$ cat config.mk
export PLATFORM = sky130hd
export DESIGN_NAME = noc_axi4_bridge_resp_arb
export DESIGN_NICKNAME = d
export VERILOG_FILES = /design/src/rtl/noc_axi4_bridge_pkg.sv /design/src/rtl/noc_axi4_bridge_resp_fifo.sv /design/src/rtl/noc_axi4_bridge_resp_arb.sv
export SDC_FILE = /design/constraint.sdc
export NUM_CORES = 1
export LEC_CHECK = 0
export ABC_AREA = 1
export CORE_AREA = 2 2 277 279
export CTS_BUF_LIST = sky130_fd_sc_hd__clkbuf_8
export DETAILED_ROUTE_END_ITERATION = 7
export DIE_AREA = 0 0 279 281
export PLACE_DENSITY = 0.52
export REMOVE_ABC_BUFFERS = 1
export SLEW_MARGIN = 20
export SYNTH_ARGS = -nofsm -noshare
export SYNTH_HDL_FRONTEND = slang
export SYNTH_HIERARCHICAL = 1
export SYNTH_SLANG_ARGS = --single-unit
$ cat constraint.sdc
create_clock -name clk -period 7.6 [get_ports clk]
set_input_delay 1.9 -clock clk [delete_from_list [all_inputs] [get_ports clk]]
set_output_delay 1.9 -clock clk [all_outputs]
set_load 0.02 [all_outputs]
$ cat src/rtl/noc_axi4_bridge_pkg.sv
// Shared types and sizing for the AXI4 bridge response path.
// Header/data widths come from the MSG_HEADER_WIDTH / AXI4_DATA_WIDTH macros when the build provides them.
`ifndef MSG_HEADER_WIDTH
`define MSG_HEADER_WIDTH 192
`endif
`ifndef AXI4_DATA_WIDTH
`define AXI4_DATA_WIDTH 64
`endif

package noc_axi4_bridge_pkg;
    typedef enum logic {RESP_RD = 1'b0, RESP_WR = 1'b1} resp_src_e;

    localparam int RESP_FIFO_DEPTH = 4;
    localparam int RESP_HDR_W      = `MSG_HEADER_WIDTH;
    localparam int RESP_DATA_W     = `AXI4_DATA_WIDTH;
    localparam int RESP_ENTRY_W    = RESP_HDR_W + RESP_DATA_W;
endpackage

$ cat src/rtl/noc_axi4_bridge_resp_fifo.sv
// Small power-of-two FIFO that holds merged {header, data} response entries.
// Pointers wrap naturally at DEPTH; push and pop in the same cycle leave the count unchanged.
module noc_axi4_bridge_resp_fifo
    import noc_axi4_bridge_pkg::*;
#(
    parameter int DEPTH = RESP_FIFO_DEPTH,
    parameter int W     = RESP_ENTRY_W
) (
    input  logic                     clk,
    input  logic                     rst_n,
    input  logic                     i_push,
    input  logic [W-1:0]             i_push_data,
    input  logic                     i_pop,
    output logic [W-1:0]             o_head,
    output logic                     o_full,
    output logic                     o_empty,
    output logic [$clog2(DEPTH):0]   o_count
);
    localparam int PW = $clog2(DEPTH);
    localparam int CW = PW + 1;

    logic [W-1:0]  r_mem [DEPTH];
    logic [PW-1:0] r_wptr;
    logic [PW-1:0] r_rptr;
    logic [CW-1:0] r_count;
    logic          w_push_en;
    logic          w_pop_en;

    assign o_full    = (r_count == CW'(DEPTH));
    assign o_empty   = (r_count == '0);
    assign o_count   = r_count;
    assign o_head    = r_mem[r_rptr];
    assign w_pop_en  = i_pop && !o_empty;
    assign w_push_en = i_push && (!o_full || w_pop_en);

    always_ff @(posedge clk or negedge rst_n) begin
        if (!rst_n) begin
            r_wptr  <= '0;
            r_rptr  <= '0;
            r_count <= '0;
        end else begin
            if (w_push_en) r_wptr <= r_wptr + 1'b1;
            if (w_pop_en)  r_rptr <= r_rptr + 1'b1;
            case ({w_push_en, w_pop_en})
                2'b10:   r_count <= r_count + 1'b1;
                2'b01:   r_count <= r_count - 1'b1;
                default: ;
            endcase
        end
    end

    // Payload storage carries no reset; validity lives entirely in r_count.
    always_ff @(posedge clk) begin
        if (w_push_en) r_mem[r_wptr] <= i_push_data;
    end
endmodule

$ cat src/rtl/noc_axi4_bridge_resp_arb.sv
// Round-robin merge of AXI read/write responses into one stream for the response serializer.
// NOC_AXI4_BRIDGE_RESP_FIFO_EN selects a RESP_FIFO_DEPTH FIFO; otherwise a single output register.
module noc_axi4_bridge_resp_arb
    import noc_axi4_bridge_pkg::*;
(
    input  logic                   clk,
    input  logic                   rst_n,
    input  logic [RESP_HDR_W-1:0]  rd_header_in,
    input  logic [RESP_DATA_W-1:0] rd_data_in,
    input  logic                   rd_val,
    output logic                   rd_rdy,
    input  logic [RESP_HDR_W-1:0]  wr_header_in,
    input  logic                   wr_val,
    output logic                   wr_rdy,
    output logic [RESP_HDR_W-1:0]  header_out,
    output logic [RESP_DATA_W-1:0] data_out,
    output logic                   out_val,
    input  logic                   out_rdy
);
    resp_src_e                r_last_grant;
    logic                     w_grant_rd;
    logic                     w_grant_wr;
    logic                     w_room;
    logic                     w_push;
    logic                     w_pop;
    logic [RESP_ENTRY_W-1:0]  w_push_entry;
    logic [RESP_ENTRY_W-1:0]  w_head;

    assign w_grant_rd   = rd_val && (!wr_val || (r_last_grant == RESP_WR));
    assign w_grant_wr   = wr_val && !w_grant_rd;
    // rst_n gating keeps both ready lines low during reset even though storage reads as empty.
    assign rd_rdy       = rst_n && w_grant_rd && w_room;
    assign wr_rdy       = rst_n && w_grant_wr && w_room;
    assign w_push       = (rd_val && rd_rdy) || (wr_val && wr_rdy);
    assign w_pop        = out_val && out_rdy;
    assign w_push_entry = rd_rdy ? {rd_header_in, rd_data_in}
                                 : {wr_header_in, {RESP_DATA_W{1'b0}}};

    always_ff @(posedge clk or negedge rst_n) begin
        if (!rst_n)      r_last_grant <= RESP_WR;
        else if (w_push) r_last_grant <= rd_rdy ? RESP_RD : RESP_WR;
    end

`ifdef NOC_AXI4_BRIDGE_RESP_FIFO_EN
    localparam logic [$clog2(RESP_FIFO_DEPTH):0] FULL_CNT = RESP_FIFO_DEPTH[$clog2(RESP_FIFO_DEPTH):0];

    logic                                w_full;
    logic                                w_empty;
    logic [$clog2(RESP_FIFO_DEPTH):0]    w_count;

    noc_axi4_bridge_resp_fifo #(
        .DEPTH (RESP_FIFO_DEPTH),
        .W     (RESP_ENTRY_W)
    ) u_fifo (
        .clk         (clk),
        .rst_n       (rst_n),
        .i_push      (w_push),
        .i_push_data (w_push_entry),
        .i_pop       (w_pop),
        .o_head      (w_head),
        .o_full      (w_full),
        .o_empty     (w_empty),
        .o_count     (w_count)
    );

    assign out_val = !w_empty;
    assign w_room  = (w_count < FULL_CNT) || w_pop;

    a_full_count: assert property (@(posedge clk) disable iff (!rst_n)
                                   w_full == (w_count == FULL_CNT));
`else
    logic                    r_out_val;
    logic [RESP_ENTRY_W-1:0] r_entry;

    always_ff @(posedge clk or negedge rst_n) begin
        if (!rst_n) r_out_val <= 1'b0;
        else        r_out_val <= w_push || (r_out_val && !w_pop);
    end

    always_ff @(posedge clk) begin
        if (w_push) r_entry <= w_push_entry;
    end

    assign out_val = r_out_val;
    assign w_head  = r_entry;
    assign w_room  = !r_out_val || w_pop;
`endif

    assign header_out = w_head[RESP_ENTRY_W-1 -: RESP_HDR_W];
    assign data_out   = w_head[RESP_DATA_W-1:0];
endmodule

==> results.tsv, run 1 <==
metric	value	unit
Worst Path Required	5700	ps
min-delay src	r_last_grant	
Setup Skew	21.94	ps
CORE AREA	75440	um^2
Worst-path clk slew	60	ps
DRT Pass-1 Iters	4	
initial DRC count	365	
post-route insts no fill	2765	
worst-path fanout max	33	
PostCTS Resize Cnt	0	
H-tree depth	2	
CTS Hold Bufs	0	
initial core utilization	0.1472	
top-area cell type share of the netlist area	0.6920	
worst slew pin tran	953.7	ps
power per cell area	203.6	nW/um^2
DRC errors left	0	
post-CTS setup repair buffer count	0	
slowest cell delay on critical path	650	ps
worst path bufs/invs	4	
worst r2r src	r_last_grant	
RSZ-0062 raised after global routing	false	
total grt overflow	0	
yosys warns	6	
Rel. slew slack	0.3642	
Design Power	4.079	mW
final core occ	0.2656	
DR vias	10075	
worst endpoint data arrival time	3770	ps
startpoint types	primary input	
Setup crit end kind	output port	
via density per instance	3.644	
DRT antenna net count	0	
area leader, netlist	edfxtp_1	
final worst slack	1925	ps
dpl ws	1914	ps
Critical Path, Cell by Cell	clkdlybuf4s50_1 -> inv_1 -> a21oi_4 -> nand2_8 -> inv_1 -> clkdlybuf4s50_1	
WS Path Type	in2out	
sequential share of the synthesized area	0.6967	
Syn Inst Count	1048	
setup_tns	0	ps
# rows	101	
Worst-Skew Late Latency	600	ps
CTS Sinks	258	
CTS tree	done	
crit path from	rst_n	
HP Class	reg2reg	
fmax	176.2	MHz
Setup violations, final	0	
worst hold slack	476.3	ps
Tcrit/Tclk final	0.7467	
num ports	712	
full die area	78400	um^2
DIE WIDTH	279	um
Synth Register Bits	258	
maxcap violations	0	
total track usage	0.1072	
largest net degree at the start of global routing	191	
Area growth syn-to-layout	80.36	%
initial antenna violation count	1	
Distinct cells, synth	15	
Final Hold Vio Count	0	
syn_area_per_cell	10.60	um^2
dpl hpwl	33.71	mm
CP delay by family, top	buffers and inverters	
Peak VDD IR	0.08494	mV
Mapped Area	11110	um^2
cell area after layout	20030	um^2
Die Height	281	um
Final min period	5675	ps
I/O Buffers	711	
post-placement cell count	2676	
drt wl/cell	16.06	um
Root Buffer	clkbuf_8	
maximum clock insertion buffer count	3	
outcome	complete, no violations	
Placer Congestion	0.8096	
drt total wl	44.41	mm
LEAKAGE	7.960	nW
vias in the first global route	10355	
fin. max-slew vios	0	
Num CTS Buffers	47	
# nets final	2200	
layout cells sized above 1	0.04202	
Area contributors post-synth	edfxtp_1 (69%), nand2_1 (13%), nand3_1 (8.7%)	
global-route wire length before repair	63.42	mm
Worst path slowest cell	clkdlybuf4s50_1	
area post-placement	19200	um^2
-- cell usage after synthesis (all sizes together) --
cell / count
clkbuf: 8
nand3: 194
nand2: 390
a21oi: 1
nor2: 64
dfrtp: 1
buf: 62
dfstp: 1
a21boi: 2
edfxtp: 256
inv: 69
-- report_power, final --
group / internal (mW) / total (mW) / switching (mW)
sequential: 1.78 / 1.83 / 0.0494
combinational: 0.500 / 1.07 / 0.566
clock: 0.597 / 1.19 / 0.590
total: 2.87 / 4.08 / 1.21
-- cell type report --
class	instances	area (um^2)
diodes	2	5.005
clock buffers	49	674.4
clock inverters	38	157.7
fillers	7919	55410
inverters	69	259.0
multi-input cells	651	2741
flip-flops and latches	258	7739
well taps	978	1224
repair buffers	720	7234
-- path summary, 6_finish.rpt --
path                       cells past startpoint           end  slack [ps]
max                                            6        rd_rdy        1930
min                                            2  r_last_grant         480
max reg2reg                                    5  r_entry[130]        4840
min reg2reg                                    2  r_last_grant         480
max in group asynchronous                      1  r_last_grant        5820
min in group asynchronous                      1       out_val        1540
-- sequential cells by signal, indices dropped and copies added, names as in the netlist --
register and count:
r_entry 256, out_val 1, r_last_grant 1
-- placed cells by master (no fill, tap or decap), drive strengths merged, types with 9 or more instances in the layout --
cell / n
clkdlybuf4s50: 711
buf: 9
clkbuf: 49
inv: 79
edfxtp: 256
nor2: 64
clkinv: 28
nand2: 390
nand3: 194
-- worst reg2reg max path, delay by kind of cell, from the launching register on --
kind / cells / cell delay (ps)
AND/OR/NAND/NOR: 2 / 880
buffers and inverters: 2 / 580
flip-flops: 1 / 540
AO/OA/AOI/OAI: 1 / 270
-- cells by family (layout without fill, tap and decap cells) --
family / after synthesis / after routing / share of synthesized area
AOI/OAI and AO/OA: 3 / 3 / 0.002478
and+or+nand+nor: 648 / 648 / 0.2410
DFF: 258 / 258 / 0.6967
buffers and inverters: 139 / 876 / 0.05981
other: 0 / 2 / 0
-- layer usage --
metal / vias to the layer above / part of all wire / global-route usage
met3: 75 / 0.11 / 0.04722
li1: 4899 / - / -
met5: - / 0 / 0
met4: 0 / 0.028 / 0.03722
met2: 497 / 0.51 / 0.1944
met1: 4604 / 0.36 / 0.1090
Power figures use the tool's default switching activity.
==> inputs of run 2 (changes only) <==
==> constraint.sdc (replaced) <==
create_clock -name clk -period 4.6 [get_ports clk]
set_input_delay 1.15 -clock clk [delete_from_list [all_inputs] [get_ports clk]]
set_output_delay 1.15 -clock clk [all_outputs]
set_load 0.02 [all_outputs]
==> results.tsv, run 2 (synthesized netlist as in run 1, its figures left out) <==
metric	value	unit
fmax	251.2	MHz
Die Height	281	um
Design Power	6.928	mW
crit path from	wr_val	
setup_tns	0	ps
Final Hold Vio Count	0	
final worst slack	618.8	ps
post-placement cell count	2692	
full die area	78400	um^2
dpl ws	614.7	ps
DRT Pass-1 Iters	5	
worst endpoint data arrival time	2830	ps
Reg with most FFs	r_entry	
initial antenna violation count	2	
Num CTS Buffers	48	
CORE AREA	75440	um^2
# fillers	7914	
# nets final	2217	
worst-path fanout max	3	
met3 wire len	4.875	mm
DR vias	10149	
Worst-path clk slew	60	ps
Placer Congestion	0.8247	
drt wl/cell	16.19	um
LEAKAGE	8.082	nW
outcome	complete, no violations	
Peak VDD IR	0.1655	mV
top routing layer used	met5	
met2 routed WL	22.73	mm
PostCTS Resize Cnt	0	
Rel. slew slack	0.2646	
maximum clock insertion buffer count	3	
total grt overflow	0	
worst slew pin tran	1103	ps
HP Class	reg2reg	
power per cell area	342.2	nW/um^2
final core occ	0.2684	
maxcap violations	0	
min-delay src	r_last_grant	
CTS Sinks	258	
# rows	101	
most common cell after layout, fill and taps aside	clkdlybuf4s50_1	
CTS Hold Bufs	0	
initial core utilization	0.1472	
vias in the first global route	10417	
CTS tree	done	
met1 wire length	16.21	mm
DIE WIDTH	279	um
num ports	712	
flop2flop setup slack	2270	ps
DRT antenna net count	0	
area post-placement	19350	um^2
initial DRC count	357	
layout cells sized above 1	0.04994	
cell area after layout	20250	um^2
H-tree depth	2	
WS Path Type	in2out	
Worst-Skew Late Latency	610	ps
Worst Path Required	3450	ps
commonest non-fill, non-tap cells in the layout	clkdlybuf4s50_1 (711), nand2_1 (388), edfxtp_1 (256), nand3_1 (194), inv_1 (83)	
DRC errors left	0	
drt total wl	45.02	mm
Setup crit end kind	output port	
worst hold slack	482.1	ps
Setup violations, final	0	
worst r2r src	r_last_grant	
dpl hpwl	34.15	mm
I/O Buffers	711	
Setup Skew	18.78	ps
Final min period	3981	ps
Area growth syn-to-layout	82.26	%
RSZ-0062 raised after global routing	false	
total track usage	0.1083	
Tcrit/Tclk final	0.8655	
largest net degree at the start of global routing	187	
via density per instance	3.649	
Root Buffer	clkbuf_8	
post-CTS setup repair buffer count	0	
post-route insts no fill	2781	
startpoint types	primary input	
fin. max-slew vios	0	
max FFs per register	256	
global-route wire length before repair	63.77	mm
==> run 2: final timing paths <==
check,to,depth (start not counted)
max in group asynchronous,r_last_grant,1
setup reg to reg,r_entry[130],7
hold / removal,r_last_grant,2
setup / recovery,wr_rdy,5
min in group asynchronous,out_val,1
hold reg to reg,r_last_grant,2
==> run 2: final cells by class <==
cell class,instances,area [um^2],share of cell area
timing repair buffer,736,7392,0.3651
sequential,258,7739,0.3822
inverter,69,259.0,0.01279
tap,978,1224,0.06044
multi-input combinational,651,2741,0.1354
clock inverter,40,227.7,0.01125
antenna,1,2.502,0.0001236
clock buffer,48,660.6,0.03263
==> run 2: where the power goes <==
part,total [mW],leakage [nW],internal (mW),switching (mW)
clock network,2.10,0.508,1.09,1.01
registers,3.02,2.46,2.93,0.0857
logic,1.81,5.11,0.859,0.952
==> run 2: worst max-delay path: stages <==
cell and delay, ps:
clkdlybuf4s50_1 520, a21boi_0 250, nand3_1 200, inv_1 100, clkdlybuf4s50_1 610
==> run 2: layer usage <==
| layer | GRT usage | vias to the layer above |
|---|---|---|
| li1 | - | 4935 |
| met1 | 0.1103 | 4645 |
| met2 | 0.1961 | 495 |
| met3 | 0.04863 | 72 |
| met4 | 0.03639 | 2 |
| met5 | 0 | - |
